## src/rtl/mul_pkg.sv

```systemverilog
// Shared definitions for the iterative radix-4 Booth multiplier.
//
// Contents:
//   - RV32 M-extension multiply op encodings (funct3[1:0])
//   - FSM state encoding
//   - Booth digit decode: partial-product magnitude select and sign
//
// Configuration macro used by the multiplier top: MUL_ZERO_BYPASS_EN
package mul_pkg;

    // Op encodings, equal to funct3[1:0] of the MUL* instructions
    localparam logic [1:0] MUL_OP_MUL    = 2'b00;
    localparam logic [1:0] MUL_OP_MULH   = 2'b01;
    localparam logic [1:0] MUL_OP_MULHSU = 2'b10;
    localparam logic [1:0] MUL_OP_MULHU  = 2'b11;

    typedef enum logic [1:0] {
        ST_IDLE = 2'd0,
        ST_CALC = 2'd1,
        ST_DONE = 2'd2
    } state_t;

    // Partial-product magnitude selected by one Booth digit
    typedef enum logic [1:0] {
        PP_ZERO = 2'd0,
        PP_ONE  = 2'd1,
        PP_TWO  = 2'd2
    } pp_sel_t;

    typedef struct packed {
        logic    neg;
        pp_sel_t sel;
    } booth_dec_t;

    // Booth digit {b[1], b[0], b_prev}
    localparam logic [2:0] BOOTH_Z0  = 3'b000;
    localparam logic [2:0] BOOTH_P1A = 3'b001;
    localparam logic [2:0] BOOTH_P1B = 3'b010;
    localparam logic [2:0] BOOTH_P2  = 3'b011;
    localparam logic [2:0] BOOTH_M2  = 3'b100;
    localparam logic [2:0] BOOTH_M1A = 3'b101;
    localparam logic [2:0] BOOTH_M1B = 3'b110;
    localparam logic [2:0] BOOTH_Z1  = 3'b111;

    function automatic booth_dec_t booth_decode(input logic [2:0] digit);
        booth_dec_t d;
        d.neg = 1'b0;
        d.sel = PP_ZERO;
        case (digit)
            BOOTH_P1A, BOOTH_P1B: begin d.neg = 1'b0; d.sel = PP_ONE; end
            BOOTH_P2:             begin d.neg = 1'b0; d.sel = PP_TWO; end
            BOOTH_M2:             begin d.neg = 1'b1; d.sel = PP_TWO; end
            BOOTH_M1A, BOOTH_M1B: begin d.neg = 1'b1; d.sel = PP_ONE; end
            default:              begin d.neg = 1'b0; d.sel = PP_ZERO; end
        endcase
        return d;
    endfunction

endpackage

```

## src/rtl/booth_mul_seq_cla.sv

```systemverilog
// Carry-lookahead adder, WIDTH bits, sum = a + b + cin (carry-out dropped).
// Carries are resolved by lookahead inside 4-bit groups; group carries
// chain from one group to the next. A short final group is allowed.
//
// Ports:
//   a    in  WIDTH  addend
//   b    in  WIDTH  addend
//   cin  in  1      carry in
//   sum  out WIDTH  a + b + cin, modulo 2**WIDTH
module booth_mul_seq_cla #(
    parameter int WIDTH = 36
) (
    input  logic [WIDTH-1:0] a,
    input  logic [WIDTH-1:0] b,
    input  logic             cin,
    output logic [WIDTH-1:0] sum
);

    logic carry;
    logic blk_cin;
    logic grp_g;
    logic grp_p;

    always_comb begin
        sum     = '0;
        carry   = cin;
        blk_cin = cin;
        grp_g   = 1'b0;
        grp_p   = 1'b1;
        for (int i = 0; i < WIDTH; i++) begin
            // New group: capture the carry entering it, restart group G/P
            if ((i % 4) == 0) begin
                blk_cin = carry;
                grp_g   = 1'b0;
                grp_p   = 1'b1;
            end
            sum[i] = a[i] ^ b[i] ^ carry;
            // Prefix generate/propagate from group start up to bit i
            grp_g  = (a[i] & b[i]) | ((a[i] ^ b[i]) & grp_g);
            grp_p  = (a[i] ^ b[i]) & grp_p;
            carry  = grp_g | (grp_p & blk_cin);
        end
    end

endmodule

```

## src/rtl/booth_mul_seq.sv

```systemverilog
// Iterative radix-4 Booth multiplier for RV32 MUL/MULH/MULHSU/MULHU.
// One Booth digit is retired per cycle through a single shared CLA adder.
//
// Ports:
//   clk         in   1     clock, rising edge
//   rst_n       in   1     asynchronous active-low reset
//   req_valid   in   1     request present
//   req_ready   out  1     request accepted when high (IDLE only)
//   req_op      in   2     00 MUL, 01 MULH, 10 MULHSU, 11 MULHU
//   req_a       in   XLEN  rs1 (multiplicand)
//   req_b       in   XLEN  rs2 (multiplier)
//   kill        in   1     synchronous abort, drops any operation in flight
//   resp_valid  out  1     result present
//   resp_ready  in   1     consumer takes result
//   resp_data   out  XLEN  result
//   busy        out  1     operation in flight or result pending
//
// Handshake: a request transfers on a rising edge where req_valid and
// req_ready are both high and kill is low; a response transfers on a
// rising edge where resp_valid and resp_ready are both high and kill is low.
// resp_valid/resp_data stay stable until that transfer.
//
// Configuration macro:
//   MUL_ZERO_BYPASS_EN  when defined, a request with a zero operand goes
//                       straight to DONE with a zero result.
module booth_mul_seq
    import mul_pkg::*;
#(
    parameter int XLEN = 32
) (
    input  logic            clk,
    input  logic            rst_n,
    input  logic            req_valid,
    output logic            req_ready,
    input  logic [1:0]      req_op,
    input  logic [XLEN-1:0] req_a,
    input  logic [XLEN-1:0] req_b,
    input  logic            kill,
    output logic            resp_valid,
    input  logic            resp_ready,
    output logic [XLEN-1:0] resp_data,
    output logic            busy
);

    localparam int EXTW = XLEN + 2;
    localparam int ITER = EXTW / 2;
    localparam int ADDW = EXTW + 2;
    localparam int CNTW = $clog2(ITER + 1);
    localparam logic [CNTW-1:0] CNT_LAST = CNTW'(ITER - 1);

    state_t state, state_next;

    logic [1:0]      op;
    logic [EXTW-1:0] a_ext;
    logic [EXTW-1:0] b;
    logic [ADDW-1:0] acc;
    logic            b_prev;
    logic [CNTW-1:0] cnt;

    logic            accept;
    logic            zero_op;
    logic            a_signed;
    logic            b_signed;
    logic [EXTW-1:0] req_a_ext;
    logic [EXTW-1:0] req_b_ext;

    booth_dec_t      dec;
    logic [ADDW-1:0] pp_mag;
    logic [ADDW-1:0] pp_add;
    logic [ADDW-1:0] sum;
    logic [ADDW-1:0] acc_sh;
    logic [EXTW-1:0] b_sh;
    logic [XLEN-1:0] res_lo;
    logic [XLEN-1:0] res_hi;

`ifdef MUL_ZERO_BYPASS_EN
    assign zero_op = (req_a == '0) || (req_b == '0);
`else
    assign zero_op = 1'b0;
`endif

    // kill has priority over a new request in IDLE
    assign accept = (state == ST_IDLE) && req_valid && !kill;

    // Operand extension: MUL/MULH both signed, MULHSU a signed only, MULHU none
    assign a_signed  = (req_op != MUL_OP_MULHU);
    assign b_signed  = (req_op == MUL_OP_MUL) || (req_op == MUL_OP_MULH);
    assign req_a_ext = {{(EXTW-XLEN){a_signed & req_a[XLEN-1]}}, req_a};
    assign req_b_ext = {{(EXTW-XLEN){b_signed & req_b[XLEN-1]}}, req_b};

    // ---------------------------------------------------------------
    // Booth step datapath
    // ---------------------------------------------------------------
    assign dec = booth_decode({b[1:0], b_prev});

    always_comb begin
        pp_mag = '0;
        case (dec.sel)
            PP_ONE:  pp_mag = {{(ADDW-EXTW){a_ext[EXTW-1]}}, a_ext};
            PP_TWO:  pp_mag = {a_ext[EXTW-1], a_ext, 1'b0};
            default: pp_mag = '0;
        endcase
    end

    // Negative digits subtract: add the inverted magnitude with carry-in 1
    assign pp_add = dec.neg ? ~pp_mag : pp_mag;

    booth_mul_seq_cla #(
        .WIDTH (ADDW)
    ) u_cla (
        .a   (acc),
        .b   (pp_add),
        .cin (dec.neg),
        .sum (sum)
    );

    // {acc, b} arithmetic shift right by 2 after the add
    assign acc_sh = {{2{sum[ADDW-1]}}, sum[ADDW-1:2]};
    assign b_sh   = {sum[1:0], b[EXTW-1:2]};

    // Product is the low 2*XLEN bits of the shifted {acc, b}
    assign res_lo = b_sh[XLEN-1:0];
    assign res_hi = {acc_sh[2*XLEN-EXTW-1:0], b_sh[EXTW-1:XLEN]};

    // ---------------------------------------------------------------
    // FSM: state register
    // ---------------------------------------------------------------
    always_ff @(posedge clk or negedge rst_n) begin
        if (!rst_n) begin
            state <= ST_IDLE;
        end else begin
            state <= state_next;
        end
    end

    // FSM: next state
    always_comb begin
        state_next = state;
        case (state)
            ST_IDLE: begin
                if (accept) begin
                    state_next = zero_op ? ST_DONE : ST_CALC;
                end
            end
            ST_CALC: begin
                if (kill) begin
                    state_next = ST_IDLE;
                end else if (cnt == CNT_LAST) begin
                    state_next = ST_DONE;
                end
            end
            ST_DONE: begin
                if (kill || resp_ready) begin
                    state_next = ST_IDLE;
                end
            end
            default: state_next = ST_IDLE;
        endcase
    end

    // FSM: outputs
    always_comb begin
        req_ready  = (state == ST_IDLE);
        resp_valid = (state == ST_DONE);
        busy       = (state != ST_IDLE);
    end

    // ---------------------------------------------------------------
    // Operand / accumulator registers
    // ---------------------------------------------------------------
    always_ff @(posedge clk or negedge rst_n) begin
        if (!rst_n) begin
            op        <= MUL_OP_MUL;
            a_ext     <= '0;
            b         <= '0;
            acc       <= '0;
            b_prev    <= 1'b0;
            cnt       <= '0;
            resp_data <= '0;
        end else if (accept) begin
            op     <= req_op;
            a_ext  <= req_a_ext;
            b      <= req_b_ext;
            acc    <= '0;
            b_prev <= 1'b0;
            cnt    <= '0;
            if (zero_op) begin
                resp_data <= '0;
            end
        end else if ((state == ST_CALC) && !kill) begin
            acc    <= acc_sh;
            b      <= b_sh;
            b_prev <= b[1];
            cnt    <= cnt + CNTW'(1);
            if (cnt == CNT_LAST) begin
                resp_data <= (op == MUL_OP_MUL) ? res_lo : res_hi;
            end
        end
    end

endmodule

```

## config.mk

```make
export PLATFORM = sky130hd
export DESIGN_NAME = booth_mul_seq
export DESIGN_NICKNAME = d
export VERILOG_FILES = /design/src/rtl/mul_pkg.sv /design/src/rtl/booth_mul_seq_cla.sv /design/src/rtl/booth_mul_seq.sv
export SDC_FILE = /design/constraint.sdc
export NUM_CORES = 1
export LEC_CHECK = 0
export BUFFER_PORTS_ARGS = -buffer_cell sky130_fd_sc_hd__buf_2
export CAP_MARGIN = 0
export CORE_UTILIZATION = 25
export CTS_CLUSTER_DIAMETER = 30
export DETAILED_ROUTE_END_ITERATION = 8
export PLACE_DENSITY = 0.38
export SLEW_MARGIN = 40
export SYNTH_ARGS = -nofsm -noshare
export SYNTH_HDL_FRONTEND = slang
export SYNTH_SLANG_ARGS = --single-unit
```

## constraint.sdc

```tcl
create_clock -name clk -period 5.6 [get_ports clk]
set_input_delay 1.68 -clock clk [delete_from_list [all_inputs] [get_ports clk]]
set_output_delay 1.68 -clock clk [all_outputs]
set_load 0.02 [all_outputs]
```

==> impl_results.md <==
* DP Wirelength at 17.3 mm
* Later-pin clock latency in the skew report at 0.44 ns
* Mapped Area at 8270 um^2
* Bufs on Longest Clock Path at 2
* Fin. Hold Viols at 0
* Clock Skews at 0.0174 ns
* Post-synth EDFFs at 0
* Root buffer cell: clkbuf_16
* Critical path arrival at 5.08 ns
* Final setup vio count at 0
* Sw Pwr at 2.04 mW
* Vias at 6336
* Hold Path Sink: resp_data[23]$_DFFE_PN0P_
* Hold_sp: resp_data[23]$_DFFE_PN0P_
* DIE AREA at 33800 um^2
* Vias in the first global route at 6497
* CTS hold repair buffers at 0
* Syn. warnings at 0
* WL/cell at 17.9 um
* Placer Congestion at 0.738
* Worst Hold Class: reg -> reg
* Iter 0 DRT Violations at 429
* Antenna diode count at 0
* Rel. slew slack at 48.3%
* Setup Fix Bufs, Post-CTS at 0
* Final wirelength at 24.8 mm
* GRT Total Usage at 15.4%
* Vias per inst at 4.57
* LEAKAGE at 4.53 nW
* PwrDens at 485 nW/um^2
* Register area share after synthesis at 43.3%
* Area Overhead vs Synth at 19.0%
* TritonCTS buffer count at 17
* Tmin final at 4.78 ns
* Largest net degree at the start of global routing at 88
* Power share of the sequential group at 30.3%
* Clk network pwr share at 24.4%
* Most common cell after layout, fill and taps aside: dfrtp_1
* Synthesized flop and latch total at 143
* Die extent in x at 184 um
* Crit path top cell by count: ha_1
* Worst-Margin Slew at 0.776 ns
* DRC viols at 0
* Setup repair after global routing missed its margin: false
* Post-route setup TNS at 0 ns
* Post-synthesis net count at 969
* Final instance area at 9830 um^2
* Placed cell area at 9250 um^2
* Initial antenna violation count at 0
* CP max stage cell: ha_1
* Clock Sinks at 143
* Starting Density at 25.4%
* Total core area at 32500 um^2
* Final ANT Viol Nets at 0
* NumNets Final at 1053
* MaxCap Viol Count at 0
* CP Launch Type: register
* Final slew viol count at 0
* Layout cells sized above 1 at 23.0%
* Final period utilization at 85.3%
* Most frequent cells in the layout: dfrtp_1 (143), nand2_1 (136), buf_2 (104)
* Clock slew seen by the registers of the worst setup and hold paths at 0.07 ns
* Hold path depth at 2
* Overflow after GRT at 0
* Top Ports at 106
* Req. time, crit path at 5.90 ns
* Syn Inst Count at 848
* CTS-repair resized insts at 0
* Net Sw Frac at 42.8%
* F_max at 209 MHz
* Syn avg cell area at 9.75 um^2
* Gate power share at 45.2%
* Worst R2R Setup Slack at 0.82 ns
* TritonCTS clock tree: yes
* Primary FF master, synth: dfrtp_1
* CP max FO at 33
* FF-to-FF Start: b[0]$_DFFE_PN0P_
* H-tree depth at 4
* Pint at 2.73 mW
* Die extent in y at 184 um
* CP Cell Sequence: inv_1 -> ha_1 -> mux2_2 -> ha_1 -> nor2b_2 -> buf_4 -> a22oi_1 -> xor2_1 -> ha_1 -> nand4_2 -> a221oi_2 -> o21ai_1 -> a31oi_1 -> nor2_1 -> o41ai_2 -> buf_4 -> or2_1 -> fa_1 -> nand2_1 -> a21oi_1
* Port bufs at 105
* Row count at 66
* Async set-reset flop share out of synthesis at 100%
* Worst vdd ir at 0.225 mV
* Worst r2r path cells at 20
* Crit-path max cell delay at 0.50 ns
* 1st-pass router iterations at 4
* CP Capture Type: register
* Outcome: completed
* Yosys cell types at 61
* WS Path Type: reg -> reg
* First-pass GRT wire length at 39.4 mm
* R2r endpoint: acc[30]$_DFFE_PN0P_
## area by class of cell
class | count | area (um^2)
fillers | 3512 | 22700
multi-input cells | 634 | 4410
flip-flops and latches | 143 | 3580
repair buffers | 118 | 646
well taps | 442 | 553
clock buffers | 18 | 439
clock inverters | 14 | 144
inverters | 18 | 67.6
## metrics by stage
stage | power, mW | utilization, % | hold WS [ns] | setup slack (ns) | cells
floorplan | 3.00 | - | 0.453 | 1.36 | 848
finish | 4.77 | 30.2 | 0.472 | 0.821 | 1387
global route | 5.15 | 30.2 | 0.492 | 0.538 | 1387
global placement | 3.66 | 28.4 | 0.457 | 0.914 | 1355
detailed placement | 3.64 | 28.4 | 0.464 | 0.868 | 1355
CTS | 4.84 | 30.2 | 0.480 | 0.820 | 1387
## cell usage after synthesis (5+ instances only)
master    number  area share (%)
dfrtp_1      143              43
nand2_1      137             6.2
nor2_1        57             2.6
a21oi_1       47             2.8
a22oi_1       47             4.3
xor2_1        46             4.9
ha_1          42             6.4
clkbuf_1      37             1.7
o21ai_0       37             2.2
mux2_2        35             4.8
nand3_1       20             1.2
mux2i_1       19             2.3
inv_1         17            0.77
xnor2_1       17             1.8
a31oi_1       16             1.2
o21ai_1       15            0.91
a22o_1        10             1.1
buf_2          9            0.54
a211oi_1       8            0.73
fa_1           8             1.9
nor3_1         7            0.42
a21o_1         5            0.45
and3_1         5            0.38
buf_6          5            0.68
## worst max path at each step
stage	to	slack (ns)	start	cells past startpoint
after detailed placement	acc[30]$_DFFE_PN0P_	0.87	b[0]$_DFFE_PN0P_	20
after CTS	acc[30]$_DFFE_PN0P_	0.82	b[0]$_DFFE_PN0P_	20
after global placement	resp_data[29]$_DFFE_PN0P_	0.91	b[0]$_DFFE_PN0P_	19
after global routing	acc[27]$_DFFE_PN0P_	0.54	b[0]$_DFFE_PN0P_	19
final	acc[30]$_DFFE_PN0P_	0.82	b[0]$_DFFE_PN0P_	20
after floorplan	resp_data[25]$_DFFE_PN0P_	1.36	b[0]$_DFFE_PN0P_	22
## power groups by stage
stage / clock network (mW) / registers, mW / logic [mW]
detailed placement: 0 / 1.47 / 2.18
floorplan: 0 / 1.38 / 1.62
global route: 1.23 / 1.48 / 2.43
global placement: 0 / 1.47 / 2.19
CTS: 1.20 / 1.45 / 2.19
finish: 1.16 / 1.45 / 2.16
## cells by family (layout without fill, tap and decap cells)
| logic type | after synthesis | in the layout | share of synthesized area [%] |
|---|---|---|---|
| AND/OR/NAND/NOR | 253 | 253 | 13.4 |
| AO/OA/AOI/OAI | 214 | 214 | 17.3 |
| flip-flops | 143 | 143 | 43.3 |
| buffers and inverters | 71 | 168 | 3.92 |
| XOR/XNOR | 63 | 63 | 6.68 |
| multiplexers | 54 | 54 | 7.07 |
| adder cells (fa/ha/maj) | 50 | 50 | 8.30 |
## metal layers
metal  vias up  GRT usage [%]  wire length [um]
met5         -              0                 0
met4         0           4.03               217
met3        12           2.77               953
met2       119           21.2              9900
met1      3043           24.1             13700
li1       3162              -                 -
## state kept, by name (all words and copies together), names as in the netlist
signal     flops
acc           34
b             34
a_ext         33
resp_data     32
cnt            5
op             2
state          2
b_prev         1
## critical path: cells and delay by family, from the launching register on
kind | cells | cell delay (ns)
muxes | 1 | 0.29
adders and majority gates | 4 | 1.48
xor gates and xnor gates | 1 | 0.17
AOI/OAI and AO/OA | 6 | 1.09
DFF | 1 | 0.38
buffers and inverters | 3 | 0.58
and+or+nand+nor | 5 | 0.62
(Power assumes the default switching activity.)
